File: src/rtl/alu_seq_pkg.sv
`default_nettype none
// ============================================================================
// Module      : alu_seq_pkg
// Description : Shared types for the sequential accumulator ALU: opcode
//               encoding, status flag bit positions, FSM state type and a
//               status packing helper.
// Revision    : 1.0 - initial release
// ============================================================================
package alu_seq_pkg;

   typedef enum logic [3:0] {
      OP_NOP    = 4'h0,
      OP_LOAD   = 4'h1,
      OP_ADD    = 4'h2,
      OP_SUB    = 4'h3,
      OP_ZERO   = 4'h4,
      OP_ONE    = 4'h5,
      OP_XOR    = 4'h6,
      OP_AND    = 4'h7,
      OP_OR     = 4'h8,
      OP_SHL    = 4'h9,
      OP_SHR    = 4'hA,
      OP_ADC    = 4'hB,
      OP_MUL    = 4'hC,
      OP_RSV_D  = 4'hD,
      OP_RSV_E  = 4'hE,
      OP_STATUS = 4'hF
   } opcode_e;

   // Bit positions inside the 8-bit status register; [7:5] always read zero.
   localparam int FLAG_Z   = 0;
   localparam int FLAG_N   = 1;
   localparam int FLAG_C   = 2;
   localparam int FLAG_V   = 3;
   localparam int FLAG_ILL = 4;

   typedef enum logic [0:0] {
      S_IDLE = 1'b0,
      S_MUL  = 1'b1
   } state_e;

   function automatic logic [7:0] pack_status(input logic z, input logic n,
                                              input logic c, input logic v,
                                              input logic ill);
      return {3'b000, ill, v, c, n, z};
   endfunction

endpackage
`default_nettype wire

File: src/rtl/alu_seq_if.sv
`default_nettype none
// ============================================================================
// Module      : alu_seq_if
// Description : Command/result bus of alu_seq. The master issues commands
//               (valid/opcode/operand); the slave answers with ready, the
//               visible accumulator/status word and a done pulse.
// Revision    : 1.0 - initial release
// ============================================================================
interface alu_seq_if #(
   parameter int WIDTH = 8
);
   logic             in_valid;
   logic             in_ready;
   logic [3:0]       opcode;
   logic [WIDTH-1:0] data_in;
   logic [WIDTH-1:0] data_out;
   logic             done;

   modport master (
      output in_valid,
      output opcode,
      output data_in,
      input  in_ready,
      input  data_out,
      input  done
   );

   modport slave (
      input  in_valid,
      input  opcode,
      input  data_in,
      output in_ready,
      output data_out,
      output done
   );
endinterface
`default_nettype wire

File: src/rtl/alu_seq_mul.sv
`default_nettype none
// ============================================================================
// Module      : alu_seq_mul
// Description : Iterative shift-add multiplier, one partial product per
//               clock. product_lo/high_nonzero present the product including
//               the current iteration, so the owner can capture the final
//               result on the edge where last is high.
//               Only instantiated when ALU_SEQ_MUL_EN is defined.
// Revision    : 1.0 - initial release
// ============================================================================
module alu_seq_mul #(
   parameter int WIDTH  = 8,
   parameter int CYCLES = WIDTH
) (
   input  logic             clk,
   input  logic             rst,
   input  logic             start,
   input  logic [WIDTH-1:0] a,
   input  logic [WIDTH-1:0] b,
   output logic             busy,
   output logic             last,
   output logic [WIDTH-1:0] product_lo,
   output logic             high_nonzero
);
   localparam int CNT_W = $clog2(CYCLES + 1);

   logic [2*WIDTH-1:0] mcand;
   logic [2*WIDTH-1:0] acc;
   logic [2*WIDTH-1:0] acc_next;
   logic [WIDTH-1:0]   mplier;
   logic [CNT_W-1:0]   count;

   assign acc_next     = mplier[0] ? (acc + mcand) : acc;
   assign busy         = (count != '0);
   assign last         = (count == CNT_W'(1));
   assign product_lo   = acc_next[WIDTH-1:0];
   assign high_nonzero = |acc_next[2*WIDTH-1:WIDTH];

   // Load operands on start, then add-and-shift once per cycle until count drains.
   always_ff @(posedge clk or posedge rst) begin
      if (rst) begin
         mcand  <= '0;
         acc    <= '0;
         mplier <= '0;
         count  <= '0;
      end else if (start) begin
         mcand  <= {{WIDTH{1'b0}}, a};
         acc    <= '0;
         mplier <= b;
         count  <= CNT_W'(CYCLES);
      end else if (busy) begin
         acc    <= acc_next;
         mcand  <= mcand << 1;
         mplier <= mplier >> 1;
         count  <= count - CNT_W'(1);
      end
   end

endmodule
`default_nettype wire

File: src/rtl/alu_seq.sv
`default_nettype none
// ============================================================================
// Module      : alu_seq
// Description : Sequential accumulator ALU with 8-bit status register and a
//               selectable status view on data_out. Single-cycle ops commit
//               on the accept edge; done pulses the following cycle.
//               Optional multi-cycle MUL enabled by macro ALU_SEQ_MUL_EN;
//               without it opcode C is treated as reserved and in_ready is
//               tied high.
// Revision    : 1.0 - initial release
// ============================================================================
module alu_seq
   import alu_seq_pkg::*;
#(
   parameter int WIDTH      = 8,
   parameter int MUL_CYCLES = WIDTH
) (
   input  logic     clk,
   input  logic     rst,
   alu_seq_if.slave bus
);
   localparam int MSB = WIDTH - 1;

   if (WIDTH < 8 || WIDTH > 32 || MUL_CYCLES != WIDTH) begin : g_bad_cfg
      $error("alu_seq: WIDTH must be 8..32 and MUL_CYCLES must equal WIDTH");
   end

   opcode_e          op;
   logic             ready;
   logic             accept;
   logic             single_accept;
   logic             mul_start;
   logic             mul_finish;
   logic [WIDTH-1:0] mul_lo;
   logic             mul_hi_nz;

   logic [WIDTH-1:0] accum;
   logic [7:0]       status;
   logic             view;
   logic             done_pulse;

   logic             carry_in;
   logic [WIDTH:0]   add_sum;
   logic [WIDTH:0]   sub_diff;
   logic [WIDTH-1:0] alu_res;
   logic [7:0]       alu_status;
   logic [7:0]       mul_status;
   logic             alu_keep;
   logic             alu_rsv;
   logic             alu_c;
   logic             alu_v;
   logic             alu_ill;
   logic [WIDTH-1:0] out_mux;

   assign op            = opcode_e'(bus.opcode);
   assign accept        = bus.in_valid && ready;
   assign single_accept = accept && !mul_start;

`ifdef ALU_SEQ_MUL_EN
   state_e state;
   logic   mul_busy;
   logic   mul_last;

   assign mul_start  = accept && (op == OP_MUL);
   assign mul_finish = (state == S_MUL) && mul_busy && mul_last;

   // Control FSM: leave IDLE on a MUL accept, return when the last iteration commits.
   always_ff @(posedge clk or posedge rst) begin
      if (rst) begin
         state <= S_IDLE;
         ready <= 1'b1;
      end else begin
         case (state)
            S_IDLE: begin
               if (mul_start) begin
                  state <= S_MUL;
                  ready <= 1'b0;
               end
            end
            S_MUL: begin
               if (mul_finish) begin
                  state <= S_IDLE;
                  ready <= 1'b1;
               end
            end
            default: begin
               state <= S_IDLE;
               ready <= 1'b1;
            end
         endcase
      end
   end

   alu_seq_mul #(
      .WIDTH  (WIDTH),
      .CYCLES (MUL_CYCLES)
   ) u_mul (
      .clk          (clk),
      .rst          (rst),
      .start        (mul_start),
      .a            (accum),
      .b            (bus.data_in),
      .busy         (mul_busy),
      .last         (mul_last),
      .product_lo   (mul_lo),
      .high_nonzero (mul_hi_nz)
   );
`else
   assign ready      = 1'b1;
   assign mul_start  = 1'b0;
   assign mul_finish = 1'b0;
   assign mul_lo     = '0;
   assign mul_hi_nz  = 1'b0;
`endif

   // ADC is the only op that consumes the stored carry.
   assign carry_in = (op == OP_ADC) && status[FLAG_C];
   assign add_sum  = {1'b0, accum} + {1'b0, bus.data_in} + {{WIDTH{1'b0}}, carry_in};
   assign sub_diff = {1'b0, accum} - {1'b0, bus.data_in};

   assign mul_status = pack_status(mul_lo == '0, mul_lo[MSB], mul_hi_nz, 1'b0,
                                   status[FLAG_ILL]);

   // Single-cycle result and next status for the opcode on the bus.
   always_comb begin
      alu_res    = accum;
      alu_keep   = 1'b0;
      alu_rsv    = 1'b0;
      alu_c      = 1'b0;
      alu_v      = 1'b0;
      alu_ill    = status[FLAG_ILL];
      alu_status = status;
      case (op)
         OP_NOP, OP_STATUS: alu_keep = 1'b1;
         OP_LOAD: begin
            alu_res = bus.data_in;
            alu_ill = 1'b0;
         end
         OP_ADD, OP_ADC: begin
            alu_res = add_sum[WIDTH-1:0];
            alu_c   = add_sum[WIDTH];
            alu_v   = (accum[MSB] == bus.data_in[MSB]) && (alu_res[MSB] != accum[MSB]);
         end
         OP_SUB: begin
            alu_res = sub_diff[WIDTH-1:0];
            alu_c   = sub_diff[WIDTH];
            alu_v   = (accum[MSB] != bus.data_in[MSB]) && (alu_res[MSB] != accum[MSB]);
         end
         OP_ZERO: alu_res = '0;
         OP_ONE:  alu_res = WIDTH'(1);
         OP_XOR:  alu_res = accum ^ bus.data_in;
         OP_AND:  alu_res = accum & bus.data_in;
         OP_OR:   alu_res = accum | bus.data_in;
         OP_SHL: begin
            alu_res = {accum[MSB-1:0], 1'b0};
            alu_c   = accum[MSB];
         end
         OP_SHR: begin
            alu_res = {1'b0, accum[MSB:1]};
            alu_c   = accum[0];
         end
`ifdef ALU_SEQ_MUL_EN
         OP_MUL: alu_keep = 1'b1;
`endif
         default: alu_rsv = 1'b1;
      endcase

      if (alu_keep) begin
         alu_status = status;
      end else if (alu_rsv) begin
         alu_status           = status;
         alu_status[FLAG_ILL] = 1'b1;
      end else begin
         alu_status = pack_status(alu_res == '0, alu_res[MSB], alu_c, alu_v, alu_ill);
      end
   end

   // Architectural state: commit single-cycle results on accept, MUL results on its last iteration.
   always_ff @(posedge clk or posedge rst) begin
      if (rst) begin
         accum      <= '0;
         status     <= '0;
         view       <= 1'b0;
         done_pulse <= 1'b0;
      end else begin
         done_pulse <= single_accept || mul_finish;
         if (accept) begin
            view <= (op == OP_STATUS);
         end
         if (single_accept) begin
            accum  <= alu_res;
            status <= alu_status;
         end else if (mul_finish) begin
            accum  <= mul_lo;
            status <= mul_status;
         end
      end
   end

   // Output view: accumulator, or status zero-extended.
   always_comb begin
      out_mux = accum;
      if (view) begin
         out_mux      = '0;
         out_mux[7:0] = status;
      end
   end

   assign bus.data_out = out_mux;
   assign bus.in_ready = ready;
   assign bus.done     = done_pulse;

endmodule
`default_nettype wire

File: src/flat_wrapper.sv
// flat-port wrapper written by rule: the top's interface ports become plain ports
module alu_seq_flat import alu_seq_pkg::*;
#(
   parameter int WIDTH      = 8,
   parameter int MUL_CYCLES = WIDTH
)
  (clk, rst, bus_in_valid, bus_opcode, bus_data_in, bus_in_ready, bus_data_out, bus_done);
  alu_seq_if #(.WIDTH(WIDTH)) bus_i ();
  input  logic clk;
  input  logic rst;
  input wire logic [$bits(bus_i.in_valid)-1:0] bus_in_valid;
  input wire logic [$bits(bus_i.opcode)-1:0] bus_opcode;
  input wire logic [$bits(bus_i.data_in)-1:0] bus_data_in;
  output wire logic [$bits(bus_i.in_ready)-1:0] bus_in_ready;
  output wire logic [$bits(bus_i.data_out)-1:0] bus_data_out;
  output wire logic [$bits(bus_i.done)-1:0] bus_done;
  assign bus_i.in_valid = bus_in_valid;
  assign bus_i.opcode = bus_opcode;
  assign bus_i.data_in = bus_data_in;
  assign bus_in_ready = bus_i.in_ready;
  assign bus_data_out = bus_i.data_out;
  assign bus_done = bus_i.done;
  alu_seq #(.WIDTH(WIDTH), .MUL_CYCLES(MUL_CYCLES)) u_core (.clk(clk), .rst(rst), .bus(bus_i));
endmodule
File: config.mk
export PLATFORM = sky130hd
export DESIGN_NAME = alu_seq_flat
export DESIGN_NICKNAME = d
export VERILOG_FILES = /design/src/rtl/alu_seq_pkg.sv /design/src/rtl/alu_seq_if.sv /design/src/rtl/alu_seq_mul.sv /design/src/rtl/alu_seq.sv /design/src/flat_wrapper.sv
export SDC_FILE = /design/constraint.sdc
export NUM_CORES = 1
export LEC_CHECK = 0
export ABC_AREA = 1
export CAP_MARGIN = 30
export CORE_MARGIN = 4
export CORE_UTILIZATION = 55
export CTS_CLUSTER_DIAMETER = 120
export DETAILED_ROUTE_END_ITERATION = 6
export GPL_TIMING_DRIVEN = 0
export HOLD_SLACK_MARGIN = 0.06
export PLACE_DENSITY = 0.85
export SETUP_SLACK_MARGIN = 0.1
export SYNTH_ARGS = -nofsm -noshare
export SYNTH_HDL_FRONTEND = slang
export SYNTH_SLANG_ARGS = --single-unit
File: constraint.sdc
create_clock -name clk -period 2.5 [get_ports clk]
set_clock_uncertainty 0.2 [all_clocks]
set_input_delay 0.25 -clock clk [delete_from_list [all_inputs] [get_ports clk]]
set_output_delay 0.25 -clock clk [all_outputs]
set_load 0.005 [all_outputs]
After elaboration in Yosys (flattened, before gate mapping) --
Cells that the tools add are included.
Storage, ports and cells: register bits after elaboration 15, input port bits 15, word-level logic and storage cells 46
Cells by class: add/sub/neg operators 3, eq/ne operators 17, mux-type cells 7, bitwise gates (word level) 4, reductions and logical operators 10
Operators by type and width (number):
- $pmux W8 S10 | 1
- $eq A4 B4 Y1 const B | 5
- $eq A4 B3 Y1 const B | 4
- $reduce_or A13 Y1 | 1
- $add A8 B8 Y9 | 1
- $add A9 B1 Y9 | 1
- $sub A8 B8 Y9 | 1
- $and A8 B8 Y8 | 1
- $eq A4 B2 Y1 const B | 2
- $logic_not A8 Y1 | 1
- $mux W8 | 1
- $or A8 B8 Y8 | 1
- $xor A8 B8 Y8 | 1
- $reduce_and A3 Y1 | 2
- $mux W5 | 1
- $eq A4 B1 Y1 const B | 1
- $logic_not A4 Y1 | 1
- $pmux W1 S4 | 1
- $reduce_or A2 Y1 | 2
- $logic_and A1 B1 Y1 | 3
- $ne A1 B1 Y1 | 3
- $mux W1 | 2
- $ne A2 B1 Y1 const B | 1
- $pmux W1 S2 | 1
- 2 further kinds | 2

Depth between registers and ports, before layout --
Gate-level depths: netlist (run 1).
depth after elaboration 7, mapped depth 16

Worst setup path after synthesis (run 1) --
OpenSTA, ideal clock, no wires.
path kind input to register, start point input bus_opcode[3], end point register u_core.status[0], library setup time 118 ps, arrival 2020 ps, data required time 2182 ps, path slack 162 ps, stages 15, buffers on the path 0, cells stage by stage inv_2 nor2_2 nand3_1 fa_1 fa_1 inv_1 nand4_1 nand2_1 nand2_1 o21ai_0 nand2_1 nand3_1 nand2_1 nand4_1 nand2_1
On the way: word-level cells in the longest chain between the ends 5, elaborated cells between the ends (all ways) 23, those cells by class 1 x add/sub; 12 x eq/ne; 2 x mux; 1 x bitwise; 7 x reduce/logical
RTL lines:
- start, declared | RTL line flat_wrapper.sv:12 | input wire logic [$bits(bus_i.opcode)-1:0] bus_opcode;
- $eq A4 B4 Y1 (tied with other cells) | RTL line alu_seq.sv:117, alu_seq.sv:133
- $logic_and A1 B1 Y1 / $reduce_or A2 Y1 (equally long branches)
- $add A9 B1 Y9 / $mux W1 (equally long branches) | RTL line alu_seq.sv:118, alu_seq.sv:133
- $pmux W8 S10 / $not A1 Y1 (equally long branches)
- $logic_not A8 Y1 / $reduce_and A3 Y1 (equally long branches)
- end signal, assigned | RTL line alu_seq.sv:192 | status <= alu_status;
- end signal, assigned | RTL line alu_seq.sv:195 | status <= mul_status;
- end, declared | RTL line alu_seq.sv:38 | logic [7:0] status;
Parallel ways exist; a longest one is shown, timed or not. A chain may end at the register's enable or synchronous reset.

Worst setup path in the final report (run 1) --
start point register u_core.status[2], end point register u_core.status[0]
On the way: word-level cells in the longest chain between the ends 4
RTL lines:
- $logic_and A1 B1 Y1 | RTL line alu_seq.sv:117 | assign carry_in = (op == OP_ADC) && status[FLAG_C];
- $add A9 B1 Y9 | RTL line alu_seq.sv:118 | assign add_sum = {1'b0, accum} + {1'b0, bus.data_in} + {{WIDTH{1'b0}}, carry_in};
- $pmux W8 S10 | RTL line alu_seq.sv:133 | case (op)
- $logic_not A8 Y1 | RTL line alu_seq.sv:174 | alu_status = pack_status(alu_res == '0, alu_res[MSB], alu_c, alu_v, alu_ill);
Every way passes these cells.

==> out/qor.yml, run 1 <==
cp-start-kind: "flop"
powerDensity_mw_per_mm2: 498
core_area_sq_mm: 0.00377
leakagePower_nw: 1.45
hpwl_um: 5090
wire_per_inst_um: 14.7
grt_max_degree: 16
critical_path_arrival_ns: 2.53
grt_remaining_overflow: 0
cts_buffers: 3
pin_count: 25
drc: 0
dr.pass1.iters: 6
synth.avg_cell_area_sq_um: 5.72
violations: "negative setup slack"
antenna_found_initial: 0
nNetsFinal: 461
num_rows: 22
path_clk_slew_ns: 0.06
clock-root-buffer: "clkbuf_8"
vias: 2604
grt_util_all_layers_pct: 26.5
worst_pin_slew_ns: 0.738
drt-total-wl_um: 6860
grt_pass1_wl_um: 10800
ys_ff_latch: 15
syn_nets: 426
fmax_ghz: 0.393
drt_iter0_markers: 287
hp-class: "in -> reg"
start_util_pct: 58.3
synthToLayoutAreaGrowth_pct: 20.8
drv_slew: 0
antenna_left: 0
die_h_um: 71.2
max_cap_violations: 0
yosysWarnings: 0
final_area_sq_mm: 0.00265
n_antenna_cell: 0
worstSetupPathType: "reg -> reg"
critPathCaptureType: "flop"
peakVddDrop_uv: 299
status: "finished with violations"
cts_sinks: 15
rsz0062_at_grt: "true"
hold_viol: 0
dieArea_sq_mm: 0.00507
synthesis.instances: 384
finalWorstPathRequiredPeriod_ns: 2.54
drive_gt1_share_pct: 12.2
die_x_um: 71.2
h-tree-depth: 1
ys_seq_area_share_pct: 17.1
synth_cell_types: 26
clk_latency_ns: 0.25
path_max_fanout: 3
worst_ep_required_time_ns: 2.48
grt_pass1_vias: 2367
routabilityCongestion: 0.941
finalPower_mw: 1.32
setup_viol: 1
relSlewSlack_pct: 50.6
cts_buffer_depth: 2
vias_per_cell: 5.59
hold_ws_ns: 0.140
io_buffers: 23
placed_cell_area_sq_mm: 0.00249
period_share_pct: 102
cts_tree: "yes"
mostFrequentLayoutCell: "nand2_1"
syn_area_sq_mm: 0.00220
setup_slack_ns: -0.0447
final_cell_mix: "nand2_1 (130), inv_1 (55), nor2_1 (46)"
[routing by layer]
metal / global-route usage, % / vias to the layer above / share of wire (%)
met5: 0 / - / 0
met4: 10.0 / 0 / 2.5
met3: 4.26 / 23 / 9.3
met2: 43.2 / 157 / 47
met1: 35.1 / 1150 / 41
li1: - / 1274 / -
[through the flow]
step | std cells | TNS, ns | util (%) | setup slack, ns
2_1_floorplan | 384 | 0 | - | 0.162
3_3_place_gp | 455 | -5.34 | 66.0 | -0.762
3_5_place_dp | 455 | -5.78 | 66.0 | -0.793
4_1_cts | 463 | 0 | 68.3 | 0.0568
5_1_grt | 466 | -0.151 | 70.4 | -0.151
6_report | 466 | -0.0447 | 70.4 | -0.0447
[kinds of logic (layout without fill, tap and decap cells)]
kind of cell               Yosys count  after routing  synth area share, %
DFF                                 15             15                 17.1
xor gates and xnor gates             2              2                0.797
and+or+nand+nor                    225            225                 42.0
buffers and inverters               69            103                 12.3
other                                1              1                0.171
AOI/OAI and AO/OA                   45             45                 11.2
adders and majority gates           27             27                 16.4
[power breakdown]
| part | switching [mW] | internal [mW] | total (mW) |
|---|---|---|---|
| registers | 0.0567 | 0.284 | 0.341 |
| clock network | 0.0844 | 0.113 | 0.197 |
| logic | 0.475 | 0.308 | 0.783 |
[worst max-delay path, stage by stage (launching register included)]
cell,delay [ns]
dfrtp_1,0.40
nand3_2,0.10
fa_2,0.38
fa_2,0.41
xnor2_2,0.17
nand2_1,0.08
inv_1,0.04
nor2_1,0.10
nand2_1,0.08
nor2_1,0.11
nand3_1,0.09
nor2_1,0.12
nand4_1,0.11
nand2_1,0.09
[cell type report]
type                    count  area, sq um
plain buffers               7         48.8
clock buffers               4         45.0
fillers                   356         1120
inverters                  62          233
multi-input cells         300         1620
flip-flops and latches     15          380
well taps                  48         60.1
repair buffers             30          264
[cells in the mapped netlist]
| cell | number | area, sq um |
|---|---|---|
| nand2_1 | 132 | 495 |
| inv_1 | 57 | 214 |
| nor2_1 | 46 | 173 |
| nand3_1 | 33 | 165 |
| ha_1 | 24 | 300 |
| o21ai_0 | 21 | 105 |
| dfrtp_1 | 15 | 375 |
| a21oi_1 | 11 | 55.1 |
| o22ai_1 | 9 | 56.3 |
| nand4_1 | 6 | 37.5 |
| inv_2 | 4 | 15.0 |
| buf_2 | 3 | 15.0 |
| fa_1 | 3 | 60.1 |
| nor2_2 | 3 | 18.8 |
| buf_4 | 2 | 15.0 |
| clkbuf_1 | 2 | 7.51 |
| nor3_1 | 2 | 10.0 |
| o211ai_1 | 2 | 15.0 |
| o31ai_1 | 2 | 15.0 |
| clkinv_1 | 1 | 3.75 |
| conb_1 | 1 | 3.75 |
| nand2_2 | 1 | 6.26 |
| nand2_4 | 1 | 11.3 |
| or2_2 | 1 | 6.26 |
| xnor2_1 | 1 | 8.76 |
| xor2_1 | 1 | 8.76 |
[final timing paths]
path	endpoint	startpoint	slack, ns	cells after the start
worst max-delay path	u_core.status[0]	u_core.status[2]	-0.04	13
worst min-delay path	u_core.view	bus_opcode[1]	0.14	3
worst max register to register	u_core.status[0]	u_core.status[2]	-0.04	13
worst min register to register	u_core.status[3]	u_core.status[3]	0.29	2
max in group asynchronous	u_core.accum[6]	rst	1.54	2
min in group asynchronous	u_core.accum[3]	rst	0.15	2
[sequential cells by signal, summed over array words and instances (netlist names)]
name and count:
u_core.accum 8, u_core.status 5, u_core.bus.done 1, u_core.view 1
[timing repair]
action,CTS,global route
buffers inserted,4,3
gates resized for setup,26,25
pin swaps,4,21
cloned,0,0
setup endpoints to repair,11,8
endpoints found under the hold margin,0,0
hold buffers,0,0
No activity file was read; power rests on OpenSTA's default activity.
==> inputs of run 2 (changes only) <==
DONT_BUFFER_PORTS = 1   (was unset)
PLACE_DENSITY = 0.77   (was 0.85)
==> run 2 against run 1 <==
Effect of this change: critical path depth did not move; sequential share of layout area rose by 1.3 points; the flow now finishes without violations; die area unchanged; largest power group unchanged.
==> out/qor.yml, run 2 (synthesized netlist as in run 1, its figures left out) <==
critPathCaptureType: "flop"
peakVddDrop_uv: 420
period_share_pct: 98.2
leakagePower_nw: 1.34
die_h_um: 71.2
reg_top3: "u_core.accum (8), u_core.status (5)"
grt_max_degree: 16
rsz0062_at_grt: "true"
worstHoldPathCells: 2
hp-class: "in -> reg"
p_sw_share_pct: 48.0
r2r_cells: 13
clock-root-buffer: "clkbuf_8"
drv_slew: 0
wire_per_inst_um: 14.6
drt_iter0_markers: 221
path_max_fanout: 2
pin_count: 25
cp-start-kind: "flop"
h-tree-depth: 1
grt_util_all_layers_pct: 26.0
cp.depth: 13
die_x_um: 71.2
crit_path_top_delay_cell: "fa_2"
fmax_ghz: 0.407
drc: 0
clk_latency_ns: 0.25
hpwl_um: 5040
cts_tree: "yes"
drt-total-wl_um: 6490
dieArea_sq_mm: 0.00507
io_buffers: 0
cp.buffers_inverters: 1
finalWorstPathRequiredPeriod_ns: 2.45
antenna_found_initial: 0
status: "completed"
largest_register_ffs: 8
finalPower_mw: 1.23
setup_viol: 0
critical_path_arrival_ns: 2.44
combPwrFrac_pct: 56.7
dr.pass1.iters: 5
routabilityCongestion: 0.954
worst_pin_slew_ns: 0.716
power_frac_seq_pct: 27.2
grt_pass1_vias: 2300
cts_buffer_depth: 2
largest_register: "u_core.accum"
path_clk_slew_ns: 0.07
relSlewSlack_pct: 52.1
antenna_left: 0
clkPwrFrac_pct: 16.2
worst_ep_required_time_ns: 2.48
worstSetupPathType: "reg -> reg"
grt_pass1_wl_um: 10500
path_delay_family: "simple AND/OR/NAND/NOR gates"
drive_gt1_share_pct: 10.9
hold_viol: 0
synthToLayoutAreaGrowth_pct: 10.2
mostFrequentLayoutCell: "nand2_1"
power.internal_mw: 0.639
slowest_delay_ns: 0.40
p_sw_mw: 0.589
final_cell_mix: "nand2_1 (131), inv_1 (54), nor2_1 (45)"
cts_buffers: 3
path_cells: "nand3_2 > fa_2 > fa_2 > xnor2_1 > nand2_1 > inv_1 > nor2_1 > nand2_1 > nor2_1 > nand3_1 > nor2_1 > nand4_1 > nand2_1"
num_rows: 22
powerDensity_mw_per_mm2: 508
start_util_pct: 58.3
utilization_pct: 64.2
vias_per_cell: 5.60
n_antenna_cell: 0
grt_remaining_overflow: 0
core_area_sq_mm: 0.00377
cts_sinks: 15
vias: 2485
max_cap_violations: 0
nNetsFinal: 439
[run 2: cell types whose count changed in the layout (fill, tap and decap cells not counted), sizes merged]
cell           change
buf                -5
clkdlybuf4s50     -17
dlygate4sd2        -1
dlygate4sd3        +2
dlymetal6s2s       -1
[run 2: metrics by stage]
stage / worst slack (ns) / std cells / hold WS [ns] / cell area (sq um) / setup TNS (ns)
6_report: 0.0451 / 444 / 0.0619 / 2420 / 0
5_1_grt: -0.0498 / 444 / 0.0828 / 2420 / -0.0498
4_1_cts: 0.0974 / 441 / 0.0684 / 2350 / 0
3_5_place_dp: -0.156 / 432 / 0.0277 / 2260 / -0.403
3_3_place_gp: -0.141 / 432 / 0.0185 / 2260 / -0.327
2_1_floorplan: 0.162 / 384 / -0.0485 / 2200 / 0
[run 2: path summary, 6_finish.rpt]
path | end | start | slack, ns
worst max-delay path | u_core.status[0] | u_core.status[2] | 0.05
worst min-delay path | u_core.view | bus_opcode[1] | 0.06
worst max register to register | u_core.status[0] | u_core.status[2] | 0.05
worst min register to register | u_core.status[3] | u_core.status[3] | 0.29
max in group asynchronous | u_core.accum[2] | rst | 1.37
min in group asynchronous | u_core.accum[3] | rst | 0.32
[run 2: layout make-up]
class	instances	area [sq um]
plain buffers	7	42.5
clock buffers	4	45.0
fillers	388	1350
inverters	62	233
multi-input cells	300	1600
flip-flops and latches	15	379
well taps	48	60.1
repair buffers	8	65.1
[run 2: routing by layer]
metal	wire length, um	GRT usage, %	vias to the layer above
li1	-	-	1228
met1	2830	34.8	1138
met2	3050	42.2	103
met3	412	4.26	16
met4	194	8.77	0
met5	0	0	-
[run 2: timing repair]
action | 4_1_cts | 5_1_grt
hold buffers | 2 | 0
resized for setup | 8 | 18
pin swaps | 0 | 6
endpoints found under the setup margin | 8 | 7
setup buffers | 3 | 3
endpoints found under the hold margin | 18 | 0
[run 2: power groups by stage]
stage	registers, mW	logic [mW]	clock network (mW)
final	0.334	0.697	0.199
after global routing	0.337	0.785	0.212
after CTS	0.336	0.634	0.196
after detailed placement	0.341	0.608	0
after global placement	0.342	0.599	0
after floorplan	0.321	0.477	0
==> inputs of run 3 (changes only) <==
PLACE_DENSITY = 0.7   (was 0.77)
==> run 3 against run 2 <==
Effect of this change: flip-flop and latch count did not move; global-route usage rose by 1.5 points; combinational power rose by 1%; power rose by 1.8%; register-to-register slack improved by 0.04 ns; critical path depth did not move; via count barely moved; largest power group unchanged; highest routed layer unchanged.
==> out/qor.yml, run 3 (synthesized netlist as in run 1, its figures left out) <==
grt_remaining_overflow: 0
leakagePower_nw: 1.34
fmax_ghz: 0.413
cts_sinks: 15
synthToLayoutAreaGrowth_pct: 10.5
drive_gt1_share_pct: 11.3
drc: 0
final_cell_mix: "nand2_1 (131), inv_1 (54), nor2_1 (46)"
drv_slew: 0
h-tree-depth: 1
pre_cts_ws_ns: -0.162
antenna_found_initial: 0
setup_slack_ns: 0.0805
status: "completed"
pin_count: 25
drt-total-wl_um: 6810
rsz0062_at_grt: "true"
grt_pass1_wl_um: 11000
wire_per_inst_um: 15.3
setup_viol: 0
finalWorstPathRequiredPeriod_ns: 2.42
min-delay-start: "bus_opcode[1]"
hp-class: "in -> reg"
path_clk_slew_ns: 0.07
wl_met3_um: 403
dieArea_sq_mm: 0.00507
hold_viol: 0
nNetsFinal: 441
multiInputGateArea_sq_mm: 0.00159
cts_tree: "yes"
cts_buffer_depth: 2
mostFrequentLayoutCell: "nand2_1"
largest_register: "u_core.accum"
critical_path_arrival_ns: 2.41
peakVddDrop_uv: 328
critPathCaptureType: "flop"
hold_ws_ns: 0.0800
vias_per_cell: 5.57
r2r_start: "u_core.status[2]"
wl_met2_um: 3240
drt_iter0_markers: 153
worst_ep_required_time_ns: 2.49
grt_pass1_vias: 2318
max_cap_violations: 0
io_buffers: 0
relSlewSlack_pct: 50.4
vias: 2483
worst_pin_slew_ns: 0.742
clk_latency_ns: 0.26
path_max_fanout: 2
worstSetupPathType: "reg -> reg"
die_x_um: 71.2
grt_util_all_layers_pct: 27.5
dr.pass1.iters: 5
core_area_sq_mm: 0.00377
largest_register_ffs: 8
met1_length_um: 2990
clock-root-buffer: "clkbuf_8"
antenna_left: 0
start_util_pct: 58.3
n_antenna_cell: 0
seq_area_sq_um: 382
reg2reg_slack_ns: 0.08
period_share_pct: 96.8
hpwl_um: 5290
cp-startpoint: "u_core.status[2]"
num_rows: 22
top_layer: "met4"
grt_max_degree: 16
r2r_cells: 13
powerDensity_mw_per_mm2: 515
cts_buffers: 3
nFillCells: 377
die_h_um: 71.2
fin_tns_setup_ns: 0
worstHoldPathCells: 2
reg_top3: "u_core.accum (8), u_core.status (5)"
routabilityCongestion: 0.983
cp-start-kind: "flop"
## run 3: changes by cell type in the layout (fill, tap and decap cells not counted), moves of 2 or more
cell / previous run / this run
dfrtp_1: 12 / 10
buf_4: 8 / 11
dfrtp_2: 3 / 5
clkbuf_4: 2 / 0
## run 3: routing by layer
layer | GRT usage, % | vias to the layer above
li1 | - | 1231
met1 | 37.1 | 1140
met2 | 45.3 | 93
met3 | 4.12 | 19
met4 | 8.14 | 0
met5 | 0 | -
## run 3: timing repair
| action | in CTS | in global routing |
|---|---|---|
| endpoints found under the setup margin | 9 | 7 |
| gates resized for setup | 10 | 16 |
| hold buffers | 2 | 0 |
| endpoints found under the hold margin | 18 | 0 |
| cloned | 0 | 0 |
| setup buffers | 5 | 3 |
| pin swaps | 1 | 6 |
## run 3: stage by stage
step	instance area (sq um)	total power [mW]	util, %	std cells
2_1_floorplan	2200	0.798	-	384
3_3_place_gp	2260	0.950	59.9	432
3_5_place_dp	2260	0.961	59.9	432
4_1_cts	2370	1.20	62.9	443
5_1_grt	2430	1.36	64.4	446
6_report	2430	1.25	64.4	446
## run 3: path summary, 6_finish.rpt
| check | end |
|---|---|
| min reg2reg | u_core.status[0] |
| min in group asynchronous | u_core.status[2] |
| min | u_core.view |
| max | u_core.status[0] |
| max in group asynchronous | u_core.accum[5] |
| max reg2reg | u_core.status[0] |
## run 3: final cells by class
class / count / area share (%)
Multi-Input combinational cell: 300 / 65.4
Inverter: 62 / 9.58
Clock buffer: 4 / 1.85
Tap cell: 48 / 2.47
Buffer: 7 / 1.65
Timing Repair Buffer: 10 / 3.30
Sequential cell: 15 / 15.7
## run 3: power breakdown
part	internal [mW]	switching [mW]	total, mW
clock	0.113	0.0904	0.204
combinational	0.247	0.460	0.706
sequential	0.285	0.0563	0.341
## run 3: worst max-delay path: stages, from the launching register on
cell     delay [ns]
dfrtp_1        0.36
nand3_1        0.11
fa_2           0.39
fa_2           0.37
xnor2_1        0.16
nand2_1        0.08
inv_1          0.04
nor2_1         0.08
nand2_1        0.07
nor2_1         0.10
nand3_1        0.10
nor2_1         0.13
nand4_1        0.08
nand2_1        0.07
